<file path="src/rtl/pipe_ctrl_pkg.sv">
// pipe_ctrl_pkg -- shared definitions for the pipeline controller.
//   Stall encodings (StallNone/StallId/StallEx/StallMem), per-bit hold
//   levels (Stop/NoStop), FSM state encoding and the stall priority
//   encoder used by pipe_ctrl.
package pipe_ctrl_pkg;

  // Per-stage hold vector: bit0 PC, bit1 IF, bit2 ID, bit3 EX, bit4 MEM, bit5 WB.
  // A request from a stage holds that stage and everything upstream of it.
  localparam logic [5:0] StallNone = 6'b000000;
  localparam logic [5:0] StallId   = 6'b000111;
  localparam logic [5:0] StallEx   = 6'b001111;
  localparam logic [5:0] StallMem  = 6'b011111;

  localparam logic Stop   = 1'b1;
  localparam logic NoStop = 1'b0;

  typedef enum logic [1:0] {
    ST_IDLE   = 2'd0,
    ST_FLUSH  = 2'd1,
    ST_REFILL = 2'd2
  } state_e;

  // The deepest requesting stage wins: mem > ex > id.
  function automatic logic [5:0] stall_encode(input logic mem, input logic ex,
                                              input logic id);
    if (mem == Stop) return StallMem;
    if (ex == Stop)  return StallEx;
    if (id == Stop)  return StallId;
    return StallNone;
  endfunction

endpackage

</file>
<file path="src/rtl/pipe_ctrl_if.sv">
// pipe_ctrl_if -- handshake bundle between the pipeline and pipe_ctrl.
//   Requests : stallreq_id/ex/mem, excp_req + excp_vector, eret_req + epc
//   Responses: stall[5:0], flush, new_pc[31:0], busy
//              wdog_err (only when PIPE_STALL_WDOG_EN is defined)
//   modport slave  : the controller side (requests in, responses out)
//   modport master : the pipeline side  (requests out, responses in)
interface pipe_ctrl_if;
  logic        stallreq_id;
  logic        stallreq_ex;
  logic        stallreq_mem;
  logic        excp_req;
  logic [31:0] excp_vector;
  logic        eret_req;
  logic [31:0] epc;
  logic [5:0]  stall;
  logic        flush;
  logic [31:0] new_pc;
  logic        busy;
`ifdef PIPE_STALL_WDOG_EN
  logic        wdog_err;

  modport slave (
    input  stallreq_id, stallreq_ex, stallreq_mem, excp_req, excp_vector,
           eret_req, epc,
    output stall, flush, new_pc, busy, wdog_err
  );
  modport master (
    output stallreq_id, stallreq_ex, stallreq_mem, excp_req, excp_vector,
           eret_req, epc,
    input  stall, flush, new_pc, busy, wdog_err
  );
`else
  modport slave (
    input  stallreq_id, stallreq_ex, stallreq_mem, excp_req, excp_vector,
           eret_req, epc,
    output stall, flush, new_pc, busy
  );
  modport master (
    output stallreq_id, stallreq_ex, stallreq_mem, excp_req, excp_vector,
           eret_req, epc,
    input  stall, flush, new_pc, busy
  );
`endif
endinterface

</file>
<file path="src/rtl/pipe_wdog.sv">
// pipe_wdog -- PC-stall watchdog (built only with PIPE_STALL_WDOG_EN).
//   clk        : clock
//   rst        : asynchronous active-low reset
//   stall_pc_i : stall[0], the PC hold bit
//   wdog_err_o : sticky error, set once the PC has been held WDOG_LIMIT
//                consecutive cycles; cleared only by reset
module pipe_wdog
  import pipe_ctrl_pkg::*;
#(
  parameter int WDOG_LIMIT = 1023
) (
  input  logic clk,
  input  logic rst,
  input  logic stall_pc_i,
  output logic wdog_err_o
);

  localparam logic [15:0] Limit = 16'(WDOG_LIMIT);

  logic [15:0] cnt_q, cnt_d;
  logic        err_q, err_d;

  always_comb begin
    cnt_d = '0;
    if (stall_pc_i == Stop) begin
      // Saturate so a very long stall cannot wrap back below the limit.
      cnt_d = (cnt_q >= Limit) ? Limit : cnt_q + 16'd1;
    end
    err_d = err_q | (cnt_d == Limit);
  end

  always_ff @(posedge clk or negedge rst) begin
    if (!rst) begin
      cnt_q <= '0;
      err_q <= 1'b0;
    end else begin
      cnt_q <= cnt_d;
      err_q <= err_d;
    end
  end

  assign wdog_err_o = err_q;

endmodule

</file>
<file path="src/rtl/pipe_ctrl.sv">
// pipe_ctrl -- pipeline stall/flush controller.
//   clk : clock, all state on its rising edge
//   rst : asynchronous active-low reset
//   bus : pipe_ctrl_if.slave (stall requests, exception/eret redirects in;
//         stall vector, flush pulse, new_pc, busy out)
// Parameters: REFILL_CYCLES (1..15) cycles spent in REFILL after a flush,
//             WDOG_LIMIT (1..65535) watchdog trip point.
// Optional feature: define PIPE_STALL_WDOG_EN to add the pipe_wdog
// PC-stall watchdog and the bus.wdog_err output.
module pipe_ctrl
  import pipe_ctrl_pkg::*;
#(
  parameter int REFILL_CYCLES = 2,
  parameter int WDOG_LIMIT    = 1023
) (
  input logic        clk,
  input logic        rst,
  pipe_ctrl_if.slave bus
);

  state_e      state_q, state_d;
  logic [3:0]  refill_q, refill_d;
  logic        flush_q, flush_d;
  logic [31:0] new_pc_q, new_pc_d;
  logic [5:0]  stall_c;

  always_comb begin
    state_d  = state_q;
    refill_d = refill_q;
    flush_d  = 1'b0;
    new_pc_d = new_pc_q;
    stall_c  = StallNone;
    case (state_q)
      ST_FLUSH: begin
        // Requests arriving during the kill cycle are deliberately ignored.
        state_d  = ST_REFILL;
        refill_d = 4'(REFILL_CYCLES - 1);
      end
      ST_IDLE, ST_REFILL: begin
        stall_c = stall_encode(bus.stallreq_mem, bus.stallreq_ex,
                               bus.stallreq_id);
        if (bus.excp_req) begin
          // Exception beats a simultaneous eret; the eret is simply lost.
          state_d  = ST_FLUSH;
          flush_d  = 1'b1;
          new_pc_d = bus.excp_vector;
        end else if (bus.eret_req) begin
          state_d  = ST_FLUSH;
          flush_d  = 1'b1;
          new_pc_d = bus.epc;
        end else if (state_q == ST_REFILL) begin
          // Stalls do not pause the refill countdown.
          if (refill_q == 4'd0) state_d = ST_IDLE;
          else                  refill_d = refill_q - 4'd1;
        end
      end
      default: state_d = ST_IDLE;
    endcase
  end

  always_ff @(posedge clk or negedge rst) begin
    if (!rst) begin
      state_q  <= ST_IDLE;
      refill_q <= '0;
      flush_q  <= 1'b0;
      new_pc_q <= '0;
    end else begin
      state_q  <= state_d;
      refill_q <= refill_d;
      flush_q  <= flush_d;
      new_pc_q <= new_pc_d;
    end
  end

  // stall is combinational from the requests, so it must be gated by reset
  // explicitly; the registered outputs are already cleared asynchronously.
  assign bus.stall  = rst ? stall_c : StallNone;
  assign bus.flush  = flush_q;
  assign bus.new_pc = new_pc_q;
  assign bus.busy   = (state_q != ST_IDLE);

`ifdef PIPE_STALL_WDOG_EN
  pipe_wdog #(
    .WDOG_LIMIT(WDOG_LIMIT)
  ) u_wdog (
    .clk       (clk),
    .rst       (rst),
    .stall_pc_i(bus.stall[0]),
    .wdog_err_o(bus.wdog_err)
  );
`else
  logic [15:0] unused_wdog_limit;
  assign unused_wdog_limit = 16'(WDOG_LIMIT);
`endif

endmodule

</file>
<file path="src/flat_wrapper.sv">
// flat-port wrapper written by rule: the top's interface ports become plain ports
module pipe_ctrl_flat import pipe_ctrl_pkg::*;
#(
  parameter int REFILL_CYCLES = 2,
  parameter int WDOG_LIMIT    = 1023
)
  (clk, rst, bus_stallreq_id, bus_stallreq_ex, bus_stallreq_mem, bus_excp_req, bus_excp_vector, bus_eret_req, bus_epc, bus_stall, bus_flush, bus_new_pc, bus_busy);
  pipe_ctrl_if bus_i ();
  input logic clk;
  input logic rst;
  input wire logic [$bits(bus_i.stallreq_id)-1:0] bus_stallreq_id;
  input wire logic [$bits(bus_i.stallreq_ex)-1:0] bus_stallreq_ex;
  input wire logic [$bits(bus_i.stallreq_mem)-1:0] bus_stallreq_mem;
  input wire logic [$bits(bus_i.excp_req)-1:0] bus_excp_req;
  input wire logic [$bits(bus_i.excp_vector)-1:0] bus_excp_vector;
  input wire logic [$bits(bus_i.eret_req)-1:0] bus_eret_req;
  input wire logic [$bits(bus_i.epc)-1:0] bus_epc;
  output wire logic [$bits(bus_i.stall)-1:0] bus_stall;
  output wire logic [$bits(bus_i.flush)-1:0] bus_flush;
  output wire logic [$bits(bus_i.new_pc)-1:0] bus_new_pc;
  output wire logic [$bits(bus_i.busy)-1:0] bus_busy;
  assign bus_i.stallreq_id = bus_stallreq_id;
  assign bus_i.stallreq_ex = bus_stallreq_ex;
  assign bus_i.stallreq_mem = bus_stallreq_mem;
  assign bus_i.excp_req = bus_excp_req;
  assign bus_i.excp_vector = bus_excp_vector;
  assign bus_i.eret_req = bus_eret_req;
  assign bus_i.epc = bus_epc;
  assign bus_stall = bus_i.stall;
  assign bus_flush = bus_i.flush;
  assign bus_new_pc = bus_i.new_pc;
  assign bus_busy = bus_i.busy;
  pipe_ctrl #(.REFILL_CYCLES(REFILL_CYCLES), .WDOG_LIMIT(WDOG_LIMIT)) u_core (.clk(clk), .rst(rst), .bus(bus_i));
endmodule
</file>
<file path="config.mk">
export PLATFORM = sky130hd
export DESIGN_NAME = pipe_ctrl_flat
export DESIGN_NICKNAME = d
export VERILOG_FILES = /design/src/rtl/pipe_ctrl_pkg.sv /design/src/rtl/pipe_ctrl_if.sv /design/src/rtl/pipe_wdog.sv /design/src/rtl/pipe_ctrl.sv /design/src/flat_wrapper.sv
export SDC_FILE = /design/constraint.sdc
export NUM_CORES = 1
export LEC_CHECK = 0
export BUFFER_PORTS_ARGS = -buffer_cell sky130_fd_sc_hd__buf_2
export CORE_ASPECT_RATIO = 1.5
export CORE_MARGIN = 1
export CORE_UTILIZATION = 39
export CTS_CLUSTER_DIAMETER = 100
export DETAILED_ROUTE_END_ITERATION = 8
export GPL_TIMING_DRIVEN = 0
export PLACE_DENSITY = 0.75
export SYNTH_ARGS = -nofsm -noshare
export SYNTH_HDL_FRONTEND = slang
export SYNTH_SLANG_ARGS = --single-unit
</file>
<file path="constraint.sdc">
create_clock -name clk -period 1.5 [get_ports clk]
set_input_delay 0.075 -clock clk [delete_from_list [all_inputs] [get_ports clk]]
set_output_delay 0.075 -clock clk [all_outputs]
set_load 0.005 [all_outputs]
</file>
==> flow_summary.json, run 1 <==
{
  "place_hpwl_um": 3490,
  "seq_power_share": 0.484,
  "rsz0062_at_grt": "true",
  "synth-seq-area-share": 0.518,
  "pwr-share-comb": 0.273,
  "crit_arrival_ns": 1.70,
  "swShare": 0.291,
  "critical_path_class": "reg -> reg",
  "hold_ws_ns": -0.252,
  "netlist_area_um2": 1890,
  "hold_viol": 39,
  "status": "finished with violations",
  "grt-ovfl-total": 0,
  "avgSynthCellArea_um2": 10.3,
  "drt-initial-drc-count": 41,
  "max_clock_freq_ghz": 0.656,
  "wl_um": 4540,
  "clockRootBuffer": "clkbuf_8",
  "fillers": 453,
  "crit_required_ns": 1.67,
  "drv_cap": 0,
  "firstDrtPassIters": 4,
  "drive_above_1_share": 0.459,
  "pre_cts_ws_ns": -0.0569,
  "drv_slew": 0,
  "worstPathMaxFanout": 3,
  "synth_cell_type_count": 26,
  "fp-row-count": 30,
  "cp-start-kind": "register",
  "finalCritPeriodShare": 1.02,
  "via_count": 1717,
  "irDropWorstVdd_mv": 0.636,
  "syn2layout_area_growth_pct": 41.1,
  "fp.dieH_um": 87.2,
  "grt_first_pass_wirelength_um": 7190,
  "ios": 111,
  "violations": "negative hold slack, negative setup slack",
  "coreArea_um2": 4580,
  "ant_nets": 0,
  "hp-class": "in -> async",
  "syn_nets": 256,
  "p_sw_w": 0.000804,
  "syn_inst": 183,
  "drc": 0,
  "grt_max_degree": 41,
  "final_cell_mix": "buf_2, dfrtp_1, nand2_1, mux2i_1, o21ai_0",
  "cts.sinks": 39,
  "min_period_ns": 1.52,
  "setup_violations": 1,
  "cts_buffer_depth": 2,
  "port-buffer-count": 108,
  "skew_ns": 0.00243,
  "fp.dieW_um": 58.8,
  "ys.warnings.count": 0,
  "path_clk_slew_ns": 0.07,
  "fin_ws_ns": -0.0249,
  "clkLatencyLatePin_ns": 0.29,
  "antenna_found_initial": 1,
  "clockPowerShare": 0.243,
  "place_congestion": 0.831,
  "yosys_register_bits": 39,
  "htreeDepth": 2,
  "power_density_nw_per_um2": 1040,
  "track_usage": 0.190,
  "wl_per_cell_um": 12.3,
  "multi_input_area_um2": 810,
  "final-seq-area_um2": 976,
  "avgViaCountPerCell": 4.64,
  "nNetsFinal": 377,
  "cts_made_buffers": 5,
  "cts_tree": "done",
  "final_common_cell": "buf_2",
  "cp-end-kind": "register",
  "p_leak_nw": 1.46,
  "intPower_w": 0.00196,
  "die-area_um2": 5120,
  "initial_core_util": 0.412,
  "first_global_vias": 1658
}
-- timing repair --
action                                 4_1_cts  5_1_grt
gates resized for setup                      1        4
endpoints found under the hold margin       39       39
buffers inserted                             3        3
setup endpoints to repair                    3       25
-- layout make-up --
type	count	area share
Clock inverter	1	0.00188
Timing Repair Buffer	114	0.221
Multi-Input combinational cell	121	0.304
Antenna cell	1	0.000941
Tap cell	64	0.0301
Sequential cell	39	0.367
Buffer	14	0.0334
Inverter	9	0.0127
Clock buffer	7	0.0287
-- power by group through the flow --
stage | sequential (W) | combinational, W | clock, W
floorplan | 0.00137 | 0.000332 | 0
global placement | 0.00135 | 0.000710 | 0
detailed placement | 0.00136 | 0.000726 | 0
CTS | 0.00134 | 0.000742 | 0.000688
global route | 0.00136 | 0.000861 | 0.000730
finish | 0.00134 | 0.000756 | 0.000671
-- metrics by stage --
stage	util	std cells	setup TNS, ns	instance area, µm²	total power (W)
floorplan	-	183	0	1900	0.00170
global placement	0.550	355	-0.0600	2520	0.00206
detailed placement	0.550	355	-0.123	2520	0.00208
CTS	0.573	366	-0.0170	2630	0.00277
global route	0.580	369	-0.146	2660	0.00295
finish	0.581	370	-0.0249	2660	0.00277
-- sequential cells by signal, summed over array words and instances, names as in the netlist --
register,cells
u_core.bus.flush,1
u_core.refill_q,4
u_core.state_q,2
u_core.bus.new_pc,32
-- worst max-delay path, cell delays in order, from the launching register on --
cell     delay, ns
dfrtp_1       0.39
inv_2         0.09
ha_4          0.13
or3b_4        0.38
a21o_1        0.17
mux2_4        0.26
-- synth_stat cells --
library cell,number,area (µm²)
or3b_4,1,11.3
xnor2_1,1,8.76
clkbuf_1,2,7.51
conb_1,1,3.75
o2111ai_1,1,8.76
buf_4,3,22.5
nor3_1,2,10.0
buf_6,1,11.3
nor4b_4,1,23.8
buf_2,8,40.0
nor2b_1,1,6.26
nand2_1,34,128
a211oi_1,1,7.51
inv_1,9,33.8
nand2b_1,1,6.26
o21bai_1,2,15.0
mux2_4,1,15.0
mux2i_1,32,320
ha_1,2,25.0
o22ai_1,1,6.26
dfrtp_1,39,976
a221o_1,1,10.0
or2_2,1,6.26
o21ai_0,32,160
a21o_1,1,7.51
nor2_1,4,15.0
-- layer usage --
layer,share of wire,global-route usage,wire length [µm],vias up
met1,0.38,0.186,1710,784
met5,0,0,0,-
met4,0.017,0.0974,77,0
li1,-,-,-,860
met3,0.059,0.0342,266,5
met2,0.55,0.364,2490,68
-- kinds of logic after synthesis --
group                      after synthesis  share of synthesized area
and+or+nand+nor                         45                      0.109
AOI/OAI and AO/OA                       39                      0.114
DFF                                     39                      0.518
muxes                                   33                      0.178
buffers and inverters                   23                     0.0610
adders and majority gates                2                     0.0133
other                                    1                    0.00199
xor gates and xnor gates                 1                    0.00465
-- final timing paths --
path                                        from               endpoint  slack, ns  cells past startpoint
max                           u_core.refill_q[1]     u_core.refill_q[0]      -0.02                      5
min                                          rst   u_core.bus.new_pc[2]      -0.25                      1
max reg2reg                   u_core.refill_q[1]     u_core.refill_q[0]      -0.02                      5
min reg2reg                u_core.bus.new_pc[17]  u_core.bus.new_pc[17]       0.47                      2
max in group asynchronous                    rst  u_core.bus.new_pc[19]       1.41                      1
min in group clk                      bus_epc[2]   u_core.bus.new_pc[2]       0.07                      3
No activity file was read; power rests on OpenSTA's default activity.
==> run 2: changes to the inputs <==
CORE_UTILIZATION = 33   (was 39)
PLACE_DENSITY = 0.65   (was 0.75)
==> flow_summary.json, run 2 (same netlist as run 1, synthesis figures left out) <==
{
  "maxSlewHeadroom": 0.667,
  "grt_util_met2": 0.293,
  "initial_core_util": 0.343,
  "setup_violations": 1,
  "path_cells": "inv_2, ha_4, or3b_4, a21o_1, mux2_4",
  "clockRootBuffer": "clkbuf_8",
  "cts.sinks": 39,
  "drv_cap": 0,
  "via_count": 1703,
  "setup_tns_ns": -0.0595,
  "crit_slowest_cell": "dfrtp_1",
  "fp.dieW_um": 63.7,
  "dp.cells": 361,
  "r2r_slack_ns": -0.06,
  "wl_per_cell_um": 12.3,
  "irDropWorstVdd_mv": 0.474,
  "grt-ovfl-total": 0,
  "grtUsageMet1": 0.172,
  "max_clock_freq_ghz": 0.641,
  "crit_required_ns": 1.68,
  "wl_um": 4560,
  "clockPowerShare": 0.303,
  "drive_above_1_share": 0.464,
  "slowest_delay_ns": 0.40,
  "clkLatencyLatePin_ns": 0.28,
  "worstPathMaxFanout": 3,
  "violations": "negative hold slack, negative setup slack",
  "place_hpwl_um": 3420,
  "fp-row-count": 33,
  "status": "finished with violations",
  "firstDrtPassIters": 4,
  "intPower_w": 0.00215,
  "place_congestion": 0.801,
  "grt_first_pass_wirelength_um": 7430,
  "hold_ws_ns": -0.250,
  "avgViaCountPerCell": 4.58,
  "pwr-share-comb": 0.247,
  "ios": 111,
  "p_leak_nw": 1.46,
  "hold_viol": 39,
  "final_cell_mix": "buf_2, dfrtp_1, nand2_1, mux2i_1, o21ai_0",
  "drt-initial-drc-count": 43,
  "track_usage": 0.160,
  "skew_ns": 0.00338,
  "worst-path-buf-inv": 1,
  "grt_busiest_layer": "met2",
  "rr_worst_depth": 5,
  "port-buffer-count": 108,
  "cts_tree": "done",
  "final_cells": 372,
  "largest_reg_flops": 32,
  "globalRouteMet3Util": 0.0459,
  "rr_startpoint": "u_core.refill_q[1]",
  "stdcell_area_um2": 2680,
  "fp.dieH_um": 94.6,
  "coreArea_um2": 5490,
  "cp-end-kind": "register",
  "syn2layout_area_growth_pct": 42.0,
  "antenna_found_initial": 0,
  "grt_max_degree": 41,
  "min_period_ns": 1.56,
  "cp-start-kind": "register",
  "ant_nets": 0,
  "cts_buffer_depth": 2,
  "die-area_um2": 6030,
  "fin_ws_ns": -0.0595,
  "drv_slew": 0,
  "cpLargestDelayFamily": "flip-flops",
  "n_antenna_cell": 0,
  "finalPower_w": 0.00297,
  "drc": 0,
  "critical_path_class": "reg -> reg",
  "htreeDepth": 2,
  "first_global_vias": 1644,
  "p_sw_w": 0.000815,
  "nNetsFinal": 374,
  "seq_power_share": 0.450,
  "finalCritPeriodShare": 1.04,
  "critical_path.startpoint": "u_core.refill_q[1]",
  "timing.rr.end": "u_core.refill_q[0]",
  "final_common_cell": "buf_2",
  "path_clk_slew_ns": 0.08,
  "cts_made_buffers": 5,
  "swShare": 0.275,
  "tightest_slew_ns": 0.500,
  "hp-class": "in -> async",
  "rsz0062_at_grt": "true",
  "crit_arrival_ns": 1.74,
  "power_density_nw_per_um2": 1110,
  "placed_area_um2": 2530
}
==> run 2: layout make-up <==
type                    instances  area (µm²)
multi-input cells             121         810
clock inverters                 2        35.0
fillers                       567        2810
clock buffers                   6        82.6
flip-flops and latches         39         977
plain buffers                  14        86.3
inverters                       9        33.8
well taps                      70        87.6
repair buffers                111         566
==> run 2: how the worst max path moves through the flow <==
stage                               to  cells after the start
finish              u_core.refill_q[0]                      5
global route        u_core.refill_q[0]                      5
CTS                 u_core.refill_q[0]                      5
detailed placement  u_core.refill_q[0]                      5
global placement    u_core.refill_q[0]                      5
floorplan           u_core.refill_q[0]                      5
==> run 2: stage by stage <==
stage / setup WS [ns] / utilization
6_report: -0.0595 / 0.488
5_1_grt: -0.101 / 0.488
4_1_cts: -0.0434 / 0.486
3_5_place_dp: -0.0536 / 0.460
2_1_floorplan: 0.0103 / -
3_3_place_gp: -0.0496 / 0.460
==> run 2: worst reg2reg max path: stages (launching register included) <==
cell	delay, ns
dfrtp_1	0.40
inv_2	0.08
ha_4	0.12
or3b_4	0.38
a21o_1	0.20
mux2_4	0.26
==> run 2: per-layer routing <==
layer | share of wire | up-vias
met2 | 0.52 | 69
met4 | 0.014 | 0
met1 | 0.40 | 777
met3 | 0.070 | 5
li1 | - | 852
met5 | 0 | -
==> run 2: repair_timing <==
item	4_1_cts	5_1_grt
pin swaps	0	1
endpoints found under the setup margin	3	24
gates resized for setup	1	4
setup buffers	3	0
endpoints found under the hold margin	39	39
==> run 2: power groups by stage <==
stage	logic [W]	clock network [W]	registers (W)
after floorplan	0.000332	0	0.00137
after global placement	0.000712	0	0.00135
after detailed placement	0.000726	0	0.00135
after CTS	0.000743	0.000925	0.00134
after global routing	0.000832	0.000969	0.00136
final	0.000732	0.000901	0.00134
